$ cat src/rtl/qu_ic_issue_sched.sv
// Integer-cluster issue scheduler: a collapsing, age-ordered issue queue with
// writeback wakeup and a one-deep output stage feeding the ALU.
package qu_common;
    localparam int PHY_RF_ADDR_WIDTH = 6;
endpackage

package qu_uop;
    import qu_common::*;

    typedef enum logic [2:0] {
        OPTYPE_ALU    = 3'd0,
        OPTYPE_BRANCH = 3'd1,
        OPTYPE_LOAD   = 3'd2,
        OPTYPE_STORE  = 3'd3,
        OPTYPE_MUL    = 3'd4
    } optype_e;

    typedef struct packed {
        optype_e                        optype;
        logic [3:0]                     op;
        logic                           rs1_valid;
        logic [PHY_RF_ADDR_WIDTH-1:0]   rs1;
        logic                           rs2_valid;
        logic [PHY_RF_ADDR_WIDTH-1:0]   rs2;
        logic                           rd_valid;
        logic [PHY_RF_ADDR_WIDTH-1:0]   rd;
        logic [31:0]                    imm;
    } uop_ic_t;

    localparam int UOP_WIDTH = $bits(uop_ic_t);
    typedef logic [UOP_WIDTH-1:0] uop_t;
endpackage

module qu_ic_issue_sched
    import qu_common::*;
    import qu_uop::*;
#(
    parameter int DEPTH = 4
) (
    input  logic                            clk,
    input  logic                            rst,
    input  logic                            flush,
    input  logic                            disp_valid,
    output logic                            disp_ready,
    input  logic [UOP_WIDTH-1:0]            disp_uop,
    input  logic                            disp_rs1_rdy,
    input  logic                            disp_rs2_rdy,
    input  logic                            wb_valid,
    input  logic [PHY_RF_ADDR_WIDTH-1:0]    wb_tag,
    output logic                            iss_valid,
    input  logic                            iss_ready,
    output logic [UOP_WIDTH-1:0]            iss_uop,
    output logic [$clog2(DEPTH+1)-1:0]      count,
    output logic                            bad_optype
);

    localparam int CW = $clog2(DEPTH + 1);
    localparam int IW = $clog2(DEPTH);

    logic [DEPTH-1:0]   valid_q, valid_d;
    logic [DEPTH-1:0]   r1_q, r1_d;
    logic [DEPTH-1:0]   r2_q, r2_d;
    uop_t               uop_q [DEPTH];
    uop_t               uop_d [DEPTH];
    logic               iss_valid_q, iss_valid_d;
    uop_t               iss_uop_q, iss_uop_d;
    logic               bad_optype_q, bad_optype_d;
    logic [CW-1:0]      count_q, count_d;

    uop_ic_t            disp_ic;
    logic [DEPTH-1:0]   wk1, wk2, rdy_vec;
    logic [IW-1:0]      sel;
    logic               any_rdy;
    logic               stage_load, rem, is_mem, disp_acc, ins, ins_r1, ins_r2;
    logic [CW-1:0]      ins_idx;
    logic [DEPTH:0]     sh_v, sh_1, sh_2;
    uop_t               sh_u [DEPTH+1];

    assign disp_ic    = uop_ic_t'(disp_uop);
    assign disp_ready = (count_q < CW'(DEPTH));

    // Wakeup updates the stored ready bits; readiness for selection uses only
    // the registered bits so a broadcast takes effect one cycle later.
    always_comb begin
        uop_ic_t ent;
        ent = '0;
        wk1 = '0;
        wk2 = '0;
        for (int i = 0; i < DEPTH; i++) begin
            ent    = uop_ic_t'(uop_q[i]);
            wk1[i] = valid_q[i] & (r1_q[i] | (wb_valid && ent.rs1_valid && wb_tag == ent.rs1));
            wk2[i] = valid_q[i] & (r2_q[i] | (wb_valid && ent.rs2_valid && wb_tag == ent.rs2));
        end
    end

    always_comb begin
        rdy_vec = valid_q & r1_q & r2_q;
        sel     = '0;
        any_rdy = 1'b0;
        for (int i = DEPTH - 1; i >= 0; i--) begin
            if (rdy_vec[i]) begin
                sel     = IW'(i);
                any_rdy = 1'b1;
            end
        end
    end

    always_comb begin
        stage_load = !iss_valid_q || iss_ready;
        rem        = stage_load && any_rdy;
        is_mem     = (disp_ic.optype == OPTYPE_LOAD) || (disp_ic.optype == OPTYPE_STORE);
        disp_acc   = disp_valid && disp_ready;
        ins        = disp_acc && !is_mem;
        ins_idx    = count_q - CW'(rem);
        ins_r1     = !disp_ic.rs1_valid || disp_rs1_rdy || (wb_valid && wb_tag == disp_ic.rs1);
        ins_r2     = !disp_ic.rs2_valid || disp_rs2_rdy || (wb_valid && wb_tag == disp_ic.rs2);

        sh_v = {1'b0, valid_q};
        sh_1 = {1'b0, wk1};
        sh_2 = {1'b0, wk2};
        for (int i = 0; i < DEPTH; i++) sh_u[i] = uop_q[i];
        sh_u[DEPTH] = '0;

        // Entries above the removed one slide down by one; the new uop lands
        // just past the surviving entries.
        for (int i = 0; i < DEPTH; i++) begin
            if (rem && (i >= int'(sel))) begin
                valid_d[i] = sh_v[i+1];
                r1_d[i]    = sh_1[i+1];
                r2_d[i]    = sh_2[i+1];
                uop_d[i]   = sh_u[i+1];
            end else begin
                valid_d[i] = sh_v[i];
                r1_d[i]    = sh_1[i];
                r2_d[i]    = sh_2[i];
                uop_d[i]   = sh_u[i];
            end
            if (ins && (CW'(i) == ins_idx)) begin
                valid_d[i] = 1'b1;
                r1_d[i]    = ins_r1;
                r2_d[i]    = ins_r2;
                uop_d[i]   = disp_uop;
            end
        end

        iss_valid_d = iss_valid_q;
        iss_uop_d   = iss_uop_q;
        if (stage_load) begin
            iss_valid_d = any_rdy;
            if (any_rdy) iss_uop_d = uop_q[sel];
        end

        bad_optype_d = disp_acc && is_mem;
        count_d      = count_q + CW'(ins) - CW'(rem);

        if (flush) begin
            valid_d      = '0;
            r1_d         = '0;
            r2_d         = '0;
            iss_valid_d  = 1'b0;
            bad_optype_d = 1'b0;
            count_d      = '0;
        end
    end

    always_ff @(posedge clk) begin
        if (rst) begin
            valid_q      <= '0;
            r1_q         <= '0;
            r2_q         <= '0;
            iss_valid_q  <= 1'b0;
            iss_uop_q    <= '0;
            bad_optype_q <= 1'b0;
            count_q      <= '0;
        end else begin
            valid_q      <= valid_d;
            r1_q         <= r1_d;
            r2_q         <= r2_d;
            iss_valid_q  <= iss_valid_d;
            iss_uop_q    <= iss_uop_d;
            bad_optype_q <= bad_optype_d;
            count_q      <= count_d;
        end
    end

    // Payload storage needs no reset: valid bits qualify every entry.
    always_ff @(posedge clk) begin
        for (int i = 0; i < DEPTH; i++) uop_q[i] <= uop_d[i];
    end

    assign iss_valid  = iss_valid_q;
    assign iss_uop    = iss_uop_q;
    assign count      = count_q;
    assign bad_optype = bad_optype_q;

endmodule

$ cat config.mk
export PLATFORM = sky130hd
export DESIGN_NAME = qu_ic_issue_sched
export DESIGN_NICKNAME = d
export VERILOG_FILES = /design/src/rtl/qu_ic_issue_sched.sv
export SDC_FILE = /design/constraint.sdc
export NUM_CORES = 1
export LEC_CHECK = 0
export BUFFER_PORTS_ARGS = -buffer_cell sky130_fd_sc_hd__buf_2
export CORE_MARGIN = 1
export CORE_UTILIZATION = 28
export CTS_CLUSTER_SIZE = 24
export DETAILED_ROUTE_END_ITERATION = 7
export HOLD_SLACK_MARGIN = 0.1
export PLACE_DENSITY = 0.53
export SLEW_MARGIN = 10
export SYNTH_ARGS = -nofsm -noshare
export SYNTH_HDL_FRONTEND = slang
export SYNTH_SLANG_ARGS = --single-unit
export TNS_END_PERCENT = 10
$ cat constraint.sdc
create_clock -name clk -period 8.8 [get_ports clk]
set_input_delay 1.76 -clock clk [delete_from_list [all_inputs] [get_ports clk]]
set_output_delay 1.76 -clock clk [all_outputs]
set_load 0.01 [all_outputs]
==> results_dict.tcl <==
set metrics [dict create \
    rsz0062_at_grt "no" \
    cts_root_buffer "clkbuf_16" \
    firstDrtPassIters 5 \
    grt_pass1_vias 9672 \
    ctsLongestPathBuffers 3 \
    drive_above_1_share_pct 33.0 \
    place.gp.congestion 0.772 \
    gr-total-overflow 0 \
    p_switching_w 0.000708 \
    finalMaxSlewViolations 0 \
    drc 0 \
    antenna_left 0 \
    clock_sinks 317 \
    syn-mean-instance-area_sq_um 14.4 \
    ys_warn_count 0 \
    cp.required_ns 8.94 \
    p_seq_share_pct 50.1 \
    synth_nets 1132 \
    tightest_slew_ns 1.08 \
    antenna_found_initial 6 \
    cap_violations 0 \
    port_buffers 139 \
    coreArea_sq_um 53000 \
    hold_viol 0 \
    crit_start "iss_ready" \
    grt_pass1_wl_microns 61800 \
    yosys.area.top_type "edfxtp_1" \
    swShare_pct 21.6 \
    clkTransAtPathRegs_ns 0.06 \
    post-route-period-util_pct 59.4 \
    internal-power_w 0.00257 \
    crit_path_end "uop_q[0][7]$_DFFE_PP_" \
    ys.flop_type "edfxtp_1" \
    clock_latency_ns 0.53 \
    rr_worst_depth 11 \
    synth_top_area_share_pct 47.6 \
    fin_skew_ns 0.0235 \
    crit_path_start_kind "input pin" \
    vdd_drop_max_mv 0.0848 \
    timing.rr.start "iss_valid$_SDFFE_PP0P_" \
    drt_first_iter_violations 470 \
    leakage_nw 6.33 \
    vias 9150 \
    cts_tree "built" \
    die_y_microns 235 \
    cts_setup_buffers 0 \
    clkPwrFrac_pct 44.8 \
    endpoint_kind "flip-flop" \
    io_pins 140 \
    fp.dieW_microns 235 \
    dpl.hpwl_microns 25300 \
    area_delta_synth_final_pct 16.2 \
    ys_seq_area_share_pct 57.8 \
    r2r_slack_ns 4.46 \
    slew_headroom_pct 28.0 \
    timing.rr.end "uop_q[0][7]$_DFFE_PP_" \
    final.setup.tns_ns 0 \
    synth.distinct_cells 43 \
    power_density_nw_per_um2 186 \
    hold_slack_ns 0.452 \
    syn_area_sq_um 15100 \
    fin_area_sq_um 17600 \
    path_max_fanout 60 \
    post_cts_resized 0 \
    synth_async_sr_flop_share_pct 0 \
    synth.most_common_cell "edfxtp_1" \
    grt_max_degree 61 \
    wirelength_microns 41500 \
    status "finished, final reports clean" \
    combPwrFrac_pct 5.1 \
    track_usage_pct 15.0 \
    initial_core_util_pct 28.6 \
    cts_made_buffers 36 \
    synthTopCellsByCount "edfxtp_1 (240), mux2i_1 (124), mux2_2 (90), mux2_4 (90), nand2_1 (83)" \
    crit_type "input pin to flip-flop" \
    place_area_sq_um 16400 \
    setup_violations 0 \
    vias_per_cell 4.84 \
    wire_per_inst_microns 21.9 \
    worstHoldPathType "flip-flop to flip-flop" \
    cts_hold_buffers 0 \
    h-tree-depth 2 \
    fmax_mhz 191 \
    cp.arrival_ns 5.36 \
    rows 84 \
    synth_cells 1053 \
    fin_nets 1253 \
    synth-edff-count 240 \
    ys_ff_latch 317 \
    synth_area_leaders "edfxtp_1 (48%), dfxtp_1 (10%), mux2_4 (8.9%)" \
    fin_crit_ns 5.23 \
    die_area_sq_um 55000 \
]
## worst min path at each step
stage	start	to	slack [ns]	cells past startpoint
CTS	iss_uop[54]$_SDFFE_PP0P_	iss_uop[54]$_SDFFE_PP0P_	0.46	2
global route	iss_uop[54]$_SDFFE_PP0P_	iss_uop[54]$_SDFFE_PP0P_	0.49	2
global placement	iss_uop[19]$_SDFFE_PP0P_	iss_uop[19]$_SDFFE_PP0P_	0.45	2
detailed placement	iss_uop[54]$_SDFFE_PP0P_	iss_uop[54]$_SDFFE_PP0P_	0.44	2
floorplan	valid_q[0]$_SDFFE_PP0P_	r2_q[0]$_SDFF_PP0_	0.49	2
finish	iss_uop[54]$_SDFFE_PP0P_	iss_uop[54]$_SDFFE_PP0P_	0.45	2
## cells by family after synthesis
group / count (synthesis) / synth area share, %
flops: 317 / 57.8
fa+ha+maj: 5 / 0.463
xor+xnor: 62 / 3.59
simple gates: 199 / 6.63
buf+inv: 75 / 2.88
mux: 304 / 23.8
compound gates: 91 / 4.87
## final cells by class
type                       instances  area (sq um)
fill                            5303         35400
sequential                       317          8750
multi-input combinational        661          6020
clock buffer                      53          1080
tap                              688           861
timing repair buffer             151           786
clock inverter                    10          67.6
inverter                           7          26.3
antenna                            4          10.0
## cell usage in the layout, fill, tap and decap left out, types with 2 or more instances in the layout
cell	instances
a21oi_1	6
and2_1	62
buf_2	139
buf_4	12
clkbuf_1	7
clkbuf_16	37
clkbuf_8	9
clkinv_1	6
clkinv_2	3
dfxtp_1	77
diode_2	4
edfxtp_1	240
ha_1	4
inv_1	7
mux2_2	90
mux2_4	90
mux2i_1	124
nand2_1	80
nand2_4	2
nand3_1	17
nand4_1	8
nor2_1	7
nor2b_1	4
nor3_1	2
nor4_1	5
o21ai_0	2
o221ai_1	60
o22ai_1	9
o41ai_1	6
or3b_4	2
xnor2_1	36
xor2_1	26
## flip-flops by register name (all words and copies together), names as in the netlist
name and flops:
uop_q 240, bad_optype 1, iss_valid 1, count 3
r2_q 4, valid_q 4, r1_q 4, iss_uop 60
## power groups by stage
stage               logic [W]  clock network (W)  registers, W
global placement     0.000167                  0       0.00167
floorplan            0.000102                  0       0.00167
global route         0.000181            0.00155       0.00164
detailed placement   0.000169                  0       0.00167
CTS                  0.000170            0.00151       0.00164
finish               0.000166            0.00147       0.00164
## through the flow
stage	util (%)	instances	setup slack, ns	power, W
after floorplan	-	1053	2.05	0.00177
after global placement	31.0	1824	3.12	0.00184
after detailed placement	31.0	1824	2.98	0.00184
after CTS	33.2	1887	3.54	0.00332
after global routing	33.2	1889	3.36	0.00338
final	33.2	1891	3.57	0.00328
## routing by layer
layer  routed length (microns)  vias to the layer above  track usage, %
li1                          -                     4221               -
met1                     18600                     4651            19.6
met3                      2270                       55            3.29
met5                        27                        -               0
met2                     19700                      219            25.0
met4                       846                        4            4.33
## critical path, stage by stage
cell and delay, ns:
buf_2 0.13, nor2b_1 0.49, o21bai_2 0.31, inv_1 0.17
ha_1 0.21, ha_1 0.17, nor2_1 0.14, nand3_2 0.14
or2_4 0.47, buf_4 0.39, o21ai_4 0.12, buf_4 0.77
No activity file was read; power rests on OpenSTA's default activity.
